**src/rtl/timer_preset_ctrl.sv**
```systemverilog
// ---------------------------------------------------------------------------
// timer_preset_ctrl
//
// Control stage in front of the 4-digit BCD countdown counter. Debounces the
// start, mode and increment pushbuttons. Lets the user edit the preset digits
// while idle. Pulses the counter's active-low load (ld_n_o) when a run
// starts. Generates the one-clock count-enable tick (sel_in_o) while running.
// Follows the counter's terminal flag into a DONE state.
//
// Optional build macro:
//   AUTOREPEAT_EN  holding the increment button in IDLE auto-repeats
//                  (first repeat after HOLD_CYC, then every REP_CYC clocks)
//
// Ports:
//   clk          in   system clock
//   rst          in   asynchronous reset, active-low
//   btn_start_i  in   raw start/pause button, active-high
//   btn_mode_i   in   raw digit-select / abort button, active-high
//   btn_inc_i    in   raw digit-increment button, active-high
//   zero_i       in   counter terminal flag (count == 0000)
//   in0_o..in3_o out  preset BCD digits (in3 = s ones, in2 = s tens, in1 = min ones)
//   ld_n_o       out  registered active-low load pulse to the counter
//   sel_in_o     out  one-clock count-enable tick
//   edit_sel_o   out  index of the digit being edited
//   running_o    out  high in RUN
//   done_o       out  high in DONE
//
// state | meaning
// IDLE  | digits editable, waiting for start
// RUN   | counter enabled, prescaler advancing
// PAUSE | count frozen, prescaler phase held
// DONE  | counter reached 0000
// ---------------------------------------------------------------------------
module timer_preset_ctrl #(
    parameter int unsigned TICK_DIV = 50_000_000,
    parameter int unsigned DEB_DIV  = 250_000,
    parameter logic [3:0]  PRESET0  = 4'd0,
    parameter logic [3:0]  PRESET1  = 4'd0,
    parameter logic [3:0]  PRESET2  = 4'd1,
    parameter logic [3:0]  PRESET3  = 4'd5,
    parameter int unsigned HOLD_CYC = 25_000_000,
    parameter int unsigned REP_CYC  = 5_000_000
) (
    input  logic       clk,
    input  logic       rst,
    input  logic       btn_start_i,
    input  logic       btn_mode_i,
    input  logic       btn_inc_i,
    input  logic       zero_i,
    output logic [3:0] in0_o,
    output logic [3:0] in1_o,
    output logic [3:0] in2_o,
    output logic [3:0] in3_o,
    output logic       ld_n_o,
    output logic       sel_in_o,
    output logic [1:0] edit_sel_o,
    output logic       running_o,
    output logic       done_o
);

    localparam int TW = (TICK_DIV > 1) ? $clog2(TICK_DIV) : 1;
    localparam int DW = (DEB_DIV > 1) ? $clog2(DEB_DIV) : 1;
    localparam logic [TW-1:0] TICK_LAST = TW'(TICK_DIV - 1);
    localparam logic [DW-1:0] DEB_LAST  = DW'(DEB_DIV - 1);

    localparam int B_START = 0;
    localparam int B_MODE  = 1;
    localparam int B_INC   = 2;

    typedef enum logic [1:0] {
        ST_IDLE  = 2'd0,
        ST_RUN   = 2'd1,
        ST_PAUSE = 2'd2,
        ST_DONE  = 2'd3
    } state_t;

    state_t          state_q;
    logic [3:0][3:0] dig_q;
    logic [1:0]      edit_sel_q;
    logic            ld_n_q;
    logic            running_q;
    logic            done_q;

    // ------------------------------------------------------------------
    // Button conditioning: 2-flop synchroniser, then a 3-sample history
    // taken every DEB_DIV clocks. Level only flips on three equal samples.
    // ------------------------------------------------------------------
    logic [2:0]      sync1_q;
    logic [2:0]      sync2_q;
    logic [DW-1:0]   deb_cnt_q;
    logic            deb_tick;
    logic [2:0][2:0] hist_q;
    logic [2:0]      level_q;
    logic [2:0]      level_d;
    logic [2:0]      level_dly_q;
    logic [2:0]      pulse;
    logic            p_start;
    logic            p_mode;
    logic            p_inc;

    assign deb_tick = (deb_cnt_q == '0);

    always_ff @(posedge clk or negedge rst) begin
        if (!rst) begin
            sync1_q     <= '0;
            sync2_q     <= '0;
            deb_cnt_q   <= '0;
            hist_q      <= '0;
            level_q     <= '0;
            level_dly_q <= '0;
        end else begin
            sync1_q     <= {btn_inc_i, btn_mode_i, btn_start_i};
            sync2_q     <= sync1_q;
            deb_cnt_q   <= deb_tick ? DEB_LAST : deb_cnt_q - 1'b1;
            if (deb_tick) begin
                for (int b = 0; b < 3; b++) begin
                    hist_q[b] <= {hist_q[b][1:0], sync2_q[b]};
                end
            end
            level_q     <= level_d;
            level_dly_q <= level_q;
        end
    end

    always_comb begin
        level_d = level_q;
        for (int b = 0; b < 3; b++) begin
            if (hist_q[b] == 3'b111) begin
                level_d[b] = 1'b1;
            end else if (hist_q[b] == 3'b000) begin
                level_d[b] = 1'b0;
            end
        end
    end

    // Pulse lands on the first cycle the debounced level is high.
    assign pulse   = level_q & ~level_dly_q;
    assign p_start = pulse[B_START];
    assign p_mode  = pulse[B_MODE];
    assign p_inc   = pulse[B_INC];

    // ------------------------------------------------------------------
    // Increment auto-repeat
    // ------------------------------------------------------------------
    logic rep_fire;

`ifdef AUTOREPEAT_EN
    localparam int unsigned REP_MAX = (HOLD_CYC > REP_CYC) ? HOLD_CYC : REP_CYC;
    localparam int RW = (REP_MAX > 1) ? $clog2(REP_MAX) : 1;
    localparam logic [RW-1:0] HOLD_LAST = RW'(HOLD_CYC - 1);
    localparam logic [RW-1:0] REP_LAST  = RW'(REP_CYC - 1);

    logic [RW-1:0] rep_q;
    logic          rep_armed_q;

    // Armed only by a real press in IDLE, so entering IDLE with the button
    // already held does not produce a spurious increment.
    assign rep_fire = rep_armed_q && level_q[B_INC] && (rep_q == '0)
                      && (state_q == ST_IDLE);

    always_ff @(posedge clk or negedge rst) begin
        if (!rst) begin
            rep_q       <= '0;
            rep_armed_q <= 1'b0;
        end else if ((state_q != ST_IDLE) || !level_q[B_INC]) begin
            rep_q       <= '0;
            rep_armed_q <= 1'b0;
        end else if (p_inc) begin
            rep_q       <= HOLD_LAST;
            rep_armed_q <= 1'b1;
        end else if (rep_armed_q) begin
            rep_q       <= (rep_q == '0) ? REP_LAST : rep_q - 1'b1;
        end
    end
`else
    assign rep_fire = 1'b0;
`endif

    // ------------------------------------------------------------------
    // Prescaler: runs only in RUN, frozen in PAUSE/DONE, zeroed in IDLE so
    // every run starts with a full tick period.
    // ------------------------------------------------------------------
    logic [TW-1:0] presc_q;

    always_ff @(posedge clk or negedge rst) begin
        if (!rst) begin
            presc_q <= '0;
        end else if (state_q == ST_IDLE) begin
            presc_q <= '0;
        end else if (state_q == ST_RUN) begin
            presc_q <= (presc_q == TICK_LAST) ? '0 : presc_q + 1'b1;
        end
    end

    assign sel_in_o = running_q && (presc_q == TICK_LAST);

    // ------------------------------------------------------------------
    // Sequencing FSM and preset digits
    // ------------------------------------------------------------------
    function automatic logic [3:0] bcd_inc(input logic [3:0] v, input logic [3:0] top);
        return (v >= top) ? 4'd0 : v + 4'd1;
    endfunction

    logic       digits_nz;
    logic [3:0] dig_top;

    assign digits_nz = |dig_q;
    assign dig_top   = (edit_sel_q == 2'd2) ? 4'd5 : 4'd9;

    always_ff @(posedge clk or negedge rst) begin
        if (!rst) begin
            state_q    <= ST_IDLE;
            dig_q      <= {PRESET3, PRESET2, PRESET1, PRESET0};
            edit_sel_q <= 2'd3;
            ld_n_q     <= 1'b1;
            running_q  <= 1'b0;
            done_q     <= 1'b0;
        end else begin
            ld_n_q <= 1'b1;
            case (state_q)
                ST_IDLE: begin
                    if (p_start && digits_nz) begin
                        // Load is held low during the first RUN cycle.
                        state_q   <= ST_RUN;
                        ld_n_q    <= 1'b0;
                        running_q <= 1'b1;
                    end else begin
                        if (p_inc || rep_fire) begin
                            dig_q[edit_sel_q] <= bcd_inc(dig_q[edit_sel_q], dig_top);
                        end
                        if (p_mode) begin
                            edit_sel_q <= edit_sel_q - 2'd1;
                        end
                    end
                end
                ST_RUN: begin
                    if (zero_i) begin
                        state_q   <= ST_DONE;
                        running_q <= 1'b0;
                        done_q    <= 1'b1;
                    end else if (p_start) begin
                        state_q   <= ST_PAUSE;
                        running_q <= 1'b0;
                    end
                end
                ST_PAUSE: begin
                    if (p_start) begin
                        state_q   <= ST_RUN;
                        running_q <= 1'b1;
                    end else if (p_mode) begin
                        state_q <= ST_IDLE;
                    end
                end
                ST_DONE: begin
                    if (p_start || p_mode) begin
                        state_q <= ST_IDLE;
                        done_q  <= 1'b0;
                    end
                end
                default: begin
                    state_q   <= ST_IDLE;
                    running_q <= 1'b0;
                    done_q    <= 1'b0;
                end
            endcase
        end
    end

    assign in0_o      = dig_q[0];
    assign in1_o      = dig_q[1];
    assign in2_o      = dig_q[2];
    assign in3_o      = dig_q[3];
    assign ld_n_o     = ld_n_q;
    assign edit_sel_o = edit_sel_q;
    assign running_o  = running_q;
    assign done_o     = done_q;

endmodule

```
**config.mk**
```make
export PLATFORM = sky130hd
export DESIGN_NAME = timer_preset_ctrl
export DESIGN_NICKNAME = d
export VERILOG_FILES = /design/src/rtl/timer_preset_ctrl.sv
export SDC_FILE = /design/constraint.sdc
export NUM_CORES = 1
export LEC_CHECK = 0
export CORE_MARGIN = 2
export CORE_UTILIZATION = 35
export DETAILED_ROUTE_END_ITERATION = 16
export HOLD_SLACK_MARGIN = 0.05
export PLACE_DENSITY_LB_ADDON = 0.08
export SYNTH_ARGS = -nofsm -noshare
export SYNTH_HDL_FRONTEND = slang
export SYNTH_SLANG_ARGS = --single-unit
```
**constraint.sdc**
```tcl
create_clock -name clk -period 4.25 [get_ports clk]
set_clock_uncertainty 0.15 [all_clocks]
set_input_delay 1.0625 -clock clk [delete_from_list [all_inputs] [get_ports clk]]
set_output_delay 1.0625 -clock clk [all_outputs]
set_load 0.02 [all_outputs]
```
==> results.sh <==
export IMPL_status="completed"
export IMPL_grt_max_degree=89
export IMPL_drive_gt1_frac=0.1388
export IMPL_gp_congestion=0.7460
export IMPL_ys_ff_latch=88
export IMPL_postCtsHoldBufs=0
export IMPL_antennaDiodeCount=0
export IMPL_yosysMostFrequentCell="dfrtp_1"
export IMPL_clkLatencyLatePin_ns=0.35
export IMPL_cpLargestDelayFamily="simple AND/OR/NAND/NOR gates"
export IMPL_leakage_nw=2.167
export IMPL_nets=474
export IMPL_multi_input_area_um2=2049
export IMPL_synth_area_leaders="dfrtp_1 47%, nand2_1 5.1%, mux2_2 4.3%, o21ai_0 4.3%, dfstp_2 3.6%"
export IMPL_fp_dieW_um=116.3
export IMPL_grt_first_pass_wirelength_mm=16.06
export IMPL_cp_slowest_cell="clkdlybuf4s50_1"
export IMPL_n_fill_cell=1228
export IMPL_cellPowerDensity_nw_per_um2=319.3
export IMPL_setup_viol=0
export IMPL_track_usage=0.1550
export IMPL_syn_avg_cell_area_um2=10.26
export IMPL_numPortBuffers=27
export IMPL_cp_cell_sequence="or4_4 -> nor4_4 -> and3_1 -> clkdlybuf4s50_1"
export IMPL_period_share=0.8466
export IMPL_cap_viol_max_count=0
export IMPL_worst_path_max_fanout=5
export IMPL_crit_required_ns=3.04
export IMPL_first_global_vias=3206
export IMPL_startpoint_type="flop"
export IMPL_core_um2=12470
export IMPL_ys_seq_area_frac=0.5010
export IMPL_end_kind="primary output"
export IMPL_yosysTopAreaCell="dfrtp_1"
export IMPL_cts_sinks=88
export IMPL_synth_top_area_frac=0.4652
export IMPL_grt_overflow=0
export IMPL_worst_slew_pin_slew_ns=0.8872
export IMPL_fmax_mhz=277.9
export IMPL_postCtsSetupBuffers=0
export IMPL_row_count=41
export IMPL_slowest_delay_ns=0.60
export IMPL_ys_flop_type="dfrtp_1"
export IMPL_vias=3176
export IMPL_synth_distinct_cells=53
export IMPL_final_hold_violation_count=0
export IMPL_relSlewSlack=0.4041
export IMPL_setup_tns_ns=0
export IMPL_criticalPathCategory="reg2out"
export IMPL_cts_repair_resized=0
export IMPL_pin_count=28
export IMPL_die_h_um=116.3
export IMPL_arrival_ns=2.39
export IMPL_rsz0062_at_grt="no"
export IMPL_period_needed_ns=3.598
export IMPL_cts_buffers=9
export IMPL_path_buf_inv=1
export IMPL_cts_root_buf="clkbuf_16"
export IMPL_first_pass_iters=4
export IMPL_drtIter0Drc=144
export IMPL_wirelength_mm=9.200
export IMPL_ys_warn_count=0
export IMPL_area_growth_pct=16.14
export IMPL_grt_antenna_before_repair=0
export IMPL_ant_nets=0
export IMPL_vdd_ir_drop_worst_v=0.0001784
export IMPL_final_seq_area_um2=2210
export IMPL_slew_violations=0
export IMPL_synth_nets=448
export IMPL_synth_edf_count=0
export IMPL_cts_tree="done"
export IMPL_clock_path_buffers=2
export IMPL_reg2reg_slack_ns=1.54
export IMPL_synthTopCellsByCount="82 x dfrtp_1, 60 x nand2_1, 38 x o21ai_0"
export IMPL_hpwlAfterDp_mm=6.187
export IMPL_drcViolationCount=0
export IMPL_start_util=0.3538
export IMPL_syn_area_um2=4410
export IMPL_h_tree_depth=3
export IMPL_path_clk_slew_ns=0.07
export IMPL_wl_per_cell_um=14.53
export IMPL_dieArea_um2=13520
export IMPL_synth_cells=430
export IMPL_viasPerCell=5.017
export IMPL_timing_hold_ws_ns=0.2040
export IMPL_async_flop_share=1.000
export IMPL_hold_class="reg2reg"
## per-stage QoR
| stage | std cells | total power, mW | setup WS [ns] | area (um2) | utilization |
|---|---|---|---|---|---|
| 6_report | 633 | 1.635 | 0.6519 | 5122 | 0.4109 |
| 5_1_grt | 633 | 1.711 | 0.5513 | 5122 | 0.4109 |
| 4_1_cts | 633 | 1.670 | 0.6104 | 5122 | 0.4109 |
| 3_5_place_dp | 617 | 0.8822 | 1.002 | 4837 | 0.3880 |
| 3_3_place_gp | 617 | 0.8822 | 1.002 | 4837 | 0.3880 |
| 2_1_floorplan | 430 | 0.8574 | 1.535 | 4410 | - |
## state kept, by name (all words and copies together) (netlist names)
name and count:
deb_cnt_q 18, done_o 1, in0_o 4, sync1_q 3
level_q 3, in2_o 4, running_o 1, level_dly_q 3
hist_q 9, sync2_q 3, ld_n_o 1, in1_o 4
edit_sel_o 2, state_q 2, presc_q 26, in3_o 4
## path summary, 6_finish.rpt
| kind | from | endpoint | depth (start not counted) |
|---|---|---|---|
| worst max-delay path | presc_q[16] | sel_in_o | 4 |
| worst min-delay path | sync1_q[2] | sync2_q[2] | 0 |
| worst max register to register | edit_sel_o[0] | in0_o[3] | 7 |
| worst min register to register | sync1_q[2] | sync2_q[2] | 0 |
| max in group asynchronous | rst | in3_o[2] | 2 |
| min in group asynchronous | rst | in3_o[1] | 2 |
## metal layers
metal  vias up  wire length [um]  global-route usage
li1       1600                 -                   -
met1      1527              4392              0.2015
met2        37              4299              0.2504
met3        12               324             0.03114
met4         0               184             0.07063
met5         -                 0                   0
## worst reg2reg max path, stage by stage (launching register included)
cell      delay (ns)
dfstp_2         0.69
mux4_2          0.61
ha_1            0.20
nand2b_1        0.13
a21o_1          0.18
a21o_1          0.21
nor2_1          0.27
mux2_2          0.21
## placed cells by master, fill, tap and decap left out, drive strengths merged, types with 2 or more instances in the layout
master,count
dfrtp,82
nand2,62
o21ai,39
nor2,29
clkdlybuf4s50,26
inv,21
a21oi,17
mux2,17
nor4,16
nor3,14
nand3,12
ha,12
xnor2,10
nand4,10
clkbuf,9
xor2,6
and3,6
mux2i,6
dfstp,6
nand3b,5
a22o,5
a21o,5
mux4,4
and4,4
nand2b,4
buf,4
or4,4
a41oi,3
a21bo,2
nor2b,2
o22ai,2
a31oi,2
o31a,2
or3,2
or2,2
and2,2
clkinv,2
## final cells by class
class,instances,area share
repair buffers,30,0.05911
well taps,172,0.04201
flip-flops and latches,88,0.4314
inverters,16,0.01172
multi-input cells,311,0.4001
clock buffers,9,0.04397
clock inverters,7,0.01172
## power breakdown
group | internal (mW) | switching, mW | total, mW
clock network | 0.409 | 0.362 | 0.771
registers | 0.840 | 0.000723 | 0.841
logic | 0.00604 | 0.0172 | 0.0233
## logic make-up after synthesis
kind of cell / synth area share
adder cells (fa/ha/maj): 0.03404
buffers and inverters: 0.03433
multiplexers: 0.07745
AND/OR/NAND/NOR: 0.2173
XOR/XNOR: 0.03177
flip-flops: 0.5010
AO/OA/AOI/OAI: 0.1041
Power figures use the tool's default switching activity.
